--- src/rtl/axi4_mem_rw_bridge.sv ---
`default_nettype none
// ============================================================================
// Module   : axi4_mem_rw_bridge
// Brief    : AXI4 INCR-burst slave that issues one 64-bit helper access per beat.
//            Optional build macro MEM_RANGE_CHECK_EN suppresses out-of-range beats.
// Revision : 1.0
// ============================================================================
module axi4_mem_rw_bridge #(
   parameter int unsigned       ADDR_W = 32,
   parameter logic [ADDR_W-1:0] BASE   = 32'h8000_0000
`ifdef MEM_RANGE_CHECK_EN
   ,parameter logic [63:0]      MEM_WORDS = 64'h0000_0000_1000_0000
`endif
) (
   input  logic              clock,
   input  logic              reset,
   input  logic              awvalid,
   output logic              awready,
   input  logic [ADDR_W-1:0] awaddr,
   input  logic [7:0]        awlen,
   input  logic              wvalid,
   output logic              wready,
   input  logic [63:0]       wdata,
   input  logic [7:0]        wstrb,
   input  logic              wlast,
   output logic              bvalid,
   input  logic              bready,
   output logic [1:0]        bresp,
   input  logic              arvalid,
   output logic              arready,
   input  logic [ADDR_W-1:0] araddr,
   input  logic [7:0]        arlen,
   output logic              rvalid,
   input  logic              rready,
   output logic [63:0]       rdata,
   output logic [1:0]        rresp,
   output logic              rlast,
   output logic              r_enable,
   output logic [63:0]       r_index,
   input  logic [63:0]       r_data,
   output logic              w_enable,
   output logic [63:0]       w_index,
   output logic [63:0]       w_data,
   output logic [63:0]       w_mask
);

   typedef enum logic [1:0] {W_IDLE = 2'd0, W_DATA = 2'd1, W_RESP = 2'd2} wstate_t;
   typedef enum logic [1:0] {R_IDLE = 2'd0, R_REQ = 2'd1, R_DATA = 2'd2} rstate_t;

   // Subtract in ADDR_W bits first so addresses below BASE wrap, then zero-extend.
   function automatic logic [63:0] word_index(input logic [ADDR_W-1:0] addr);
      logic [ADDR_W-1:0] diff;
      diff = addr - BASE;
      return 64'(diff >> 3);
   endfunction

   function automatic logic [63:0] expand(input logic [7:0] strb);
      logic [63:0] m;
      m = '0;
      for (int i = 0; i < 8; i++) m[i*8 +: 8] = {8{strb[i]}};
      return m;
   endfunction

   wstate_t     wstate, wstate_nx;
   rstate_t     rstate, rstate_nx;
   logic [63:0] widx, ridx, aw_idx, ar_idx;
   logic [7:0]  wcnt, rcnt;
   logic        wslv, wdec, wslv_nx, wdec_nx;
   logic        roob;
   logic        w_oob, ar_oob, rn_oob;
   logic        aw_hs, w_hs, ar_hs, r_hs;

   assign aw_idx = word_index(awaddr);
   assign ar_idx = word_index(araddr);

`ifdef MEM_RANGE_CHECK_EN
   assign w_oob  = (widx >= MEM_WORDS);
   assign ar_oob = (ar_idx >= MEM_WORDS);
   assign rn_oob = ((ridx + 64'd1) >= MEM_WORDS);
`else
   assign w_oob  = 1'b0;
   assign ar_oob = 1'b0;
   assign rn_oob = 1'b0;
`endif

   assign aw_hs = awvalid & awready;
   assign w_hs  = wvalid & wready;
   assign ar_hs = arvalid & arready;
   assign r_hs  = rvalid & rready;

   assign wslv_nx = wslv | (wlast != (wcnt == 8'd0));
   assign wdec_nx = wdec | w_oob;

   // ---------------- write channel ----------------
   always_ff @(posedge clock) begin
      if (reset) wstate <= W_IDLE;
      else       wstate <= wstate_nx;
   end

   always_comb begin
      wstate_nx = wstate;
      awready   = 1'b0;
      wready    = 1'b0;
      bvalid    = 1'b0;
      case (wstate)
         W_IDLE: begin
            awready = !reset;
            if (awvalid) wstate_nx = W_DATA;
         end
         W_DATA: begin
            wready = !reset;
            if (wvalid && wcnt == 8'd0) wstate_nx = W_RESP;
         end
         W_RESP: begin
            bvalid = !reset;
            if (bready) wstate_nx = W_IDLE;
         end
         default: wstate_nx = W_IDLE;
      endcase
   end

   always_ff @(posedge clock) begin
      if (reset) begin
         widx     <= '0;
         wcnt     <= '0;
         wslv     <= 1'b0;
         wdec     <= 1'b0;
         bresp    <= 2'b00;
         w_enable <= 1'b0;
         w_index  <= '0;
         w_data   <= '0;
         w_mask   <= '0;
      end else begin
         w_enable <= 1'b0;
         if (aw_hs) begin
            widx <= aw_idx;
            wcnt <= awlen;
            wslv <= 1'b0;
            wdec <= 1'b0;
         end
         if (w_hs) begin
            w_enable <= !w_oob;
            w_index  <= widx;
            w_data   <= wdata;
            w_mask   <= expand(wstrb);
            widx     <= widx + 64'd1;
            wcnt     <= wcnt - 8'd1;
            wslv     <= wslv_nx;
            wdec     <= wdec_nx;
            // Decode error outranks a framing error when both occur in one burst.
            if (wcnt == 8'd0)
               bresp <= wdec_nx ? 2'b11 : (wslv_nx ? 2'b10 : 2'b00);
         end
      end
   end

   // ---------------- read channel ----------------
   always_ff @(posedge clock) begin
      if (reset) rstate <= R_IDLE;
      else       rstate <= rstate_nx;
   end

   always_comb begin
      rstate_nx = rstate;
      arready   = 1'b0;
      r_enable  = 1'b0;
      rvalid    = 1'b0;
      case (rstate)
         R_IDLE: begin
            arready = !reset;
            if (arvalid) rstate_nx = ar_oob ? R_DATA : R_REQ;
         end
         R_REQ: begin
            r_enable  = !reset;
            rstate_nx = R_DATA;
         end
         R_DATA: begin
            rvalid = !reset;
            if (rready) begin
               if (rcnt == 8'd0) rstate_nx = R_IDLE;
               else              rstate_nx = rn_oob ? R_DATA : R_REQ;
            end
         end
         default: rstate_nx = R_IDLE;
      endcase
   end

   always_ff @(posedge clock) begin
      if (reset) begin
         ridx <= '0;
         rcnt <= '0;
         roob <= 1'b0;
      end else if (ar_hs) begin
         ridx <= ar_idx;
         rcnt <= arlen;
         roob <= ar_oob;
      end else if (r_hs && rcnt != 8'd0) begin
         ridx <= ridx + 64'd1;
         rcnt <= rcnt - 8'd1;
         roob <= rn_oob;
      end
   end

   // Helper holds r_data until its next r_enable, so passing it through stays stable.
   assign r_index = ridx;
   assign rdata   = (rvalid && !roob) ? r_data : 64'd0;
   assign rresp   = (rvalid && roob) ? 2'b11 : 2'b00;
   assign rlast   = rvalid && (rcnt == 8'd0);

endmodule
`default_nettype wire

--- config.mk ---
export PLATFORM = sky130hd
export DESIGN_NAME = axi4_mem_rw_bridge
export DESIGN_NICKNAME = d
export VERILOG_FILES = /design/src/rtl/axi4_mem_rw_bridge.sv
export SDC_FILE = /design/constraint.sdc
export NUM_CORES = 1
export LEC_CHECK = 0
export CORE_AREA = 2 2 218 220
export CTS_BUF_LIST = sky130_fd_sc_hd__clkbuf_2 sky130_fd_sc_hd__clkbuf_4 sky130_fd_sc_hd__clkbuf_8
export DETAILED_ROUTE_END_ITERATION = 8
export DIE_AREA = 0 0 220 222
export MAX_ROUTING_LAYER = met4
export PLACE_DENSITY = 0.65
export SKIP_CTS_REPAIR_TIMING = 1
export SYNTH_ARGS = -nofsm -noshare
export SYNTH_HDL_FRONTEND = slang
export SYNTH_SLANG_ARGS = --single-unit
--- constraint.sdc ---
create_clock -name clock -period 6.91 [get_ports clock]
set_input_delay 0.691 -clock clock [delete_from_list [all_inputs] [get_ports clock]]
set_output_delay 0.691 -clock clock [all_outputs]
set_load 0.02 [all_outputs]
After elaboration in Yosys (flattened, before gate mapping)
Cells that the tools add are included.

Muxes and demuxes: 27. Bitwise operators: 5. Equality and inequality tests: 10. Reduce and logical (&&, ||, !) cells: 15. Add/subtract/negate cells: 6.

Operators by type and width (count): $mux W64 (3); $add A64 B1 Y64 const B (2); $sub A32 B32 Y32 const B (2); $mux W29 (2); $mux W8 (4); $logic_not A8 Y1 (2); $sub A8 B1 Y8 const B (2); $mux W2 (6); $pmux W2 S3 (2); $mux W1 (10); $ne A2 B2 Y1 const B (5); $reduce_bool A8 Y1 (1); $and A1 B1 Y1 (4); $eq A2 B1 Y1 const B (2); $eq A2 B2 Y1 const B (2); $logic_not A2 Y1 (2); $reduce_and A2 Y1 (2); $reduce_bool A2 Y1 (2); $logic_and A1 B1 Y1 (3); $reduce_and A3 Y1 (1); $reduce_or A2 Y1 (1); $logic_not A1 Y1 (1); $ne A1 B1 Y1 (1); $or A1 B1 Y1 (1).

Bits in registers: 337. Word-level logic and storage cells: 76.

Depth between registers and ports, before layout
Depth after elaboration: 6. Gate-level depth with buffers: 9.

Least setup slack after synthesis
No wires, ideal clock.

Kind: input-to-output. Start: input reset. End: output rdata[24]. Data arrival time: 1907 ps. Slack: 4312 ps. Data required time: 6219 ps. Path buffers: 3. Cell stages on the path: 5. Cells stage by stage: clkbuf_1 -> nor3b_1 -> clkbuf_1 -> clkbuf_1 -> and2_1.

Longest elaborated chain between the ends: 3.

RTL lines: from (decl) (RTL line 16) `input logic reset,`; $logic_not A1 Y1 (RTL line 178) `rvalid = !reset;`; $mux W1 (RTL line 168) `case (rstate)`; $mux W64 (RTL line 206) `assign rdata = (rvalid && !roob) ? r_data : 64'd0;`; to (decl) (RTL line 35) `output logic [63:0] rdata,`.

No other way between the ends.

Final worst setup path
Start: register widx[1]. End: register widx[60].

Longest elaborated chain between the ends: 2.

RTL lines: from (decl) (RTL line 66) `logic [63:0] widx, ridx, aw_idx, ar_idx;`; from (signal assigned) (RTL line 136) `widx <= aw_idx;`; from (signal assigned) (RTL line 146) `widx <= widx + 64'd1;`; $add A64 B1 Y64 (RTL line 146); $mux W64 (RTL line 141) `if (w_hs) begin`.

No other way between the ends. A chain may end at the register's enable or synchronous reset.

==> qor.csv <==
stage,metric,value,unit
sta,# setup viols final,0,
sta,worst-case clock skew,40.82,ps
sta,worst-margin pin slew,1173,ps
critical_path,"slowest stage delay, CP",880,ps
place,Final GP Congestion,0.8444,
finish,count of non-filler cells in the finished layout,2811,
place,Inst Count DP,2720,
sta,Final period util,0.5091,
finish,Util after Layout,0.4394,
finish,layout overhead on the synthesized area,47.97,%
floorplan,Die Area,0.04884,mm²
route,drc violations,0,
route,Routed WL,47920,µm
critical_path,R2R Path End,widx[60]$_SDFFE_PP0P_,
clocking,clk_lat worst skew,630,ps
sta,final worst path period need,3518,ps
critical_path,"Max stage delay cell, worst path",or4_2,
yosys,Cell variety after synth,68,
global_route,first-pass GRT wire length,74200,µm
critical_path,worst reg2reg setup slack,3390,ps
critical_path,Worst Reg-to-Reg Cells,6,
sta,"Hold Vio Cnt, Final",0,
run,max-cap viol count,0,
floorplan,io pins,556,
finish,"commonest non-fill, non-tap cell in the layout",clkdlybuf4s50_1,
yosys,"Warnings, synthesis",0,
route,drt wl/cell,17.05,µm
route,vias per inst,5.059,
global_route,gr usage total,0.1921,
finish,most frequent cells in the layout,"545 x clkdlybuf4s50_1, 347 x nand2_1, 287 x dfxtp_1",
run_status,status,completed,
sta,"Slew Viols, Final",0,
yosys,Synth Instances,1724,
global_route,gr ovfl total,0,
yosys,synthesis-stage register bit count,287,
floorplan,die height,222,µm
global_route,pin count of the biggest net entering global routing,102,
floorplan,Die Wd,220,µm
clocking,Root Driver,clkbuf_8,
critical_path,CP most frequent cell,nand4_1,
yosys,Post-Syn Area per Cell,7.967,µm²
route,Via Count,14220,
place,DP HPWL,33860,µm
yosys,synthesized area,0.01374,mm²
critical_path,cell breakdown of the critical path,ha_1 > nand4_1 > nor3_2 > nand4_1 > or4_2 > a21oi_1,
yosys,"EDFF count, synth",0,
place,IO Port Bufs,546,
floorplan,core area,0.04626,mm²
finish,number of fill cells,4581,
critical_path,worst-path fanout max,20,
route,ANT nets after route,0,
critical_path,Worst R2R Start,widx[1]$_SDFFE_PP0P_,
sta,RSZ-0062 raised after global routing,no,
critical_path,Setup crit end,widx[60]$_SDFFE_PP0P_,
pwr,Leakage,7.188,nW
critical_path,kind of critical path,reg2reg,
sta,setup TNS,0,ps
clocking,CTS Sinks,287,
critical_path,crit path launch,widx[1]$_SDFFE_PP0P_,
finish,nets,2395,
global_route,vias in the first global route,13350,
critical_path,required time of the worst setup path,7440,ps
clocking,Longest Clk Path Bufs,3,
route,router iterations before antenna repair,6,
worst_hold_path,Hold Crit Class,in2reg,
critical_path,CP Capture Type,flip-flop,
sta,Slew HR,0.2159,
floorplan,Initial Util,0.2969,
sta,FMAX,284.3,MHz
clocking,CTS tree,done,
route,initial drt markers,1004,
yosys,Post-synth ARST share,0,
yosys,"Seq/Total Area, Yosys",0.4183,
pwr,Pwr Density,199.9,mW/mm²
clocking,Worst-path clk slew,60,ps
yosys,top_reg_cell synth,dfxtp_1,
finish,ratio of cells with drive above 1 in the final layout,0.05861,
floorplan,floorplan row count,79,
clocking,TritonCTS Buffers,51,
pwr,VDD IR-drop max,0.1211,mV
critical_path,Startpoint Class,flip-flop,
clocking,H-tree depth,2,
critical_path,arrival time worst endpoint,4050,ps
global_route,initial antenna violation count,3,
-- worst min-delay path by stage --
| stage | start | endpoint | slack, ps | cells after the start |
|---|---|---|---|---|
| after floorplan | widx[63]$_SDFFE_PP0P_ | w_index[63]$_SDFFE_PP0P_ | 420 | 2 |
| after global placement | w_index[9]$_SDFFE_PP0P_ | w_index[9]$_SDFFE_PP0P_ | 440 | 2 |
| after detailed placement | w_index[12]$_SDFFE_PP0P_ | w_index[12]$_SDFFE_PP0P_ | 450 | 2 |
| after CTS | reset | rcnt[1]$_SDFFE_PP0P_ | 360 | 2 |
| after global routing | reset | rcnt[1]$_SDFFE_PP0P_ | 390 | 2 |
| final | reset | rcnt[1]$_SDFFE_PP0P_ | 400 | 2 |
-- cell usage after synthesis, types with 13 or more instances --
master	instances	area share
o21ai_0	39	0.014
nand2_1	347	0.095
and2_1	71	0.032
a21oi_1	107	0.039
nor2_1	74	0.020
nand4_1	53	0.024
and3_1	13	0.0059
nor4_1	16	0.0073
or3_1	54	0.025
nand3_1	72	0.026
or4_1	26	0.014
a211oi_1	17	0.0093
buf_1	14	0.0038
xor2_1	13	0.0083
o211ai_1	41	0.022
inv_1	18	0.0049
nor3_1	24	0.0087
buf_4	59	0.032
a31oi_1	23	0.010
nand3b_1	128	0.070
clkbuf_1	99	0.027
dfxtp_1	287	0.42
-- critical path, delay by kind of cell, from the launching register on --
family	cells	cell delay [ps]
AOI/OAI and AO/OA	1	150
DFF	1	440
and+or+nand+nor	4	2610
adders and majority gates	1	230
-- power breakdown --
part | switching (mW) | total (mW) | internal, mW | leakage, nW
clock | 0.729 | 1.67 | 0.942 | 0.567
combinational | 0.294 | 0.601 | 0.307 | 4.29
sequential | 0.0737 | 1.79 | 1.72 | 2.33
-- through the flow --
step                hold slack [ps]  area, µm²  total power, mW  setup slack, ps
floorplan                     424.7      13740            2.119             4312
finish                        402.5      20320            4.064             3392
detailed placement            452.5      19240            2.428             2956
CTS                           357.7      20320            4.115             3369
global placement              444.0      19240            2.418             3082
global route                  391.4      20320            4.242             3080
-- state kept, by name, indices dropped and copies added (netlist names) --
signal	cells
w_index	64
wcnt	8
bresp	1
widx	64
w_data	64
w_mask	8
wslv	1
rstate	2
rcnt	8
w_enable	1
wstate	2
r_index	64
-- cell type report --
class | count | area (µm²) | share of cell area
antenna | 3 | 7.507 | 0.0003694
clock buffer | 82 | 1035 | 0.05091
clock inverter | 6 | 38.79 | 0.001908
inverter | 19 | 73.82 | 0.003632
multi-input combinational | 1247 | 7093 | 0.3490
sequential | 287 | 5746 | 0.2827
tap | 607 | 759.5 | 0.03737
timing repair buffer | 560 | 5572 | 0.2741
-- routing by layer --
metal  up-vias  track usage  routed length [µm]
met5         -            -                   0
met4         0      0.06408                1245
met3        83      0.03265                2979
met2       478       0.3048               22680
met1      6685       0.2464               21010
li1       6974            -                   -
-- logic make-up after synthesis --
family	share of synthesized area
and+or+nand+nor	0.3570
AOI/OAI and AO/OA	0.1342
DFF	0.4183
buffers and inverters	0.06868
xor gates and xnor gates	0.01148
muxes	0.005556
adders and majority gates	0.004555
other	0.0002730
No activity file was read; power rests on OpenSTA's default activity.
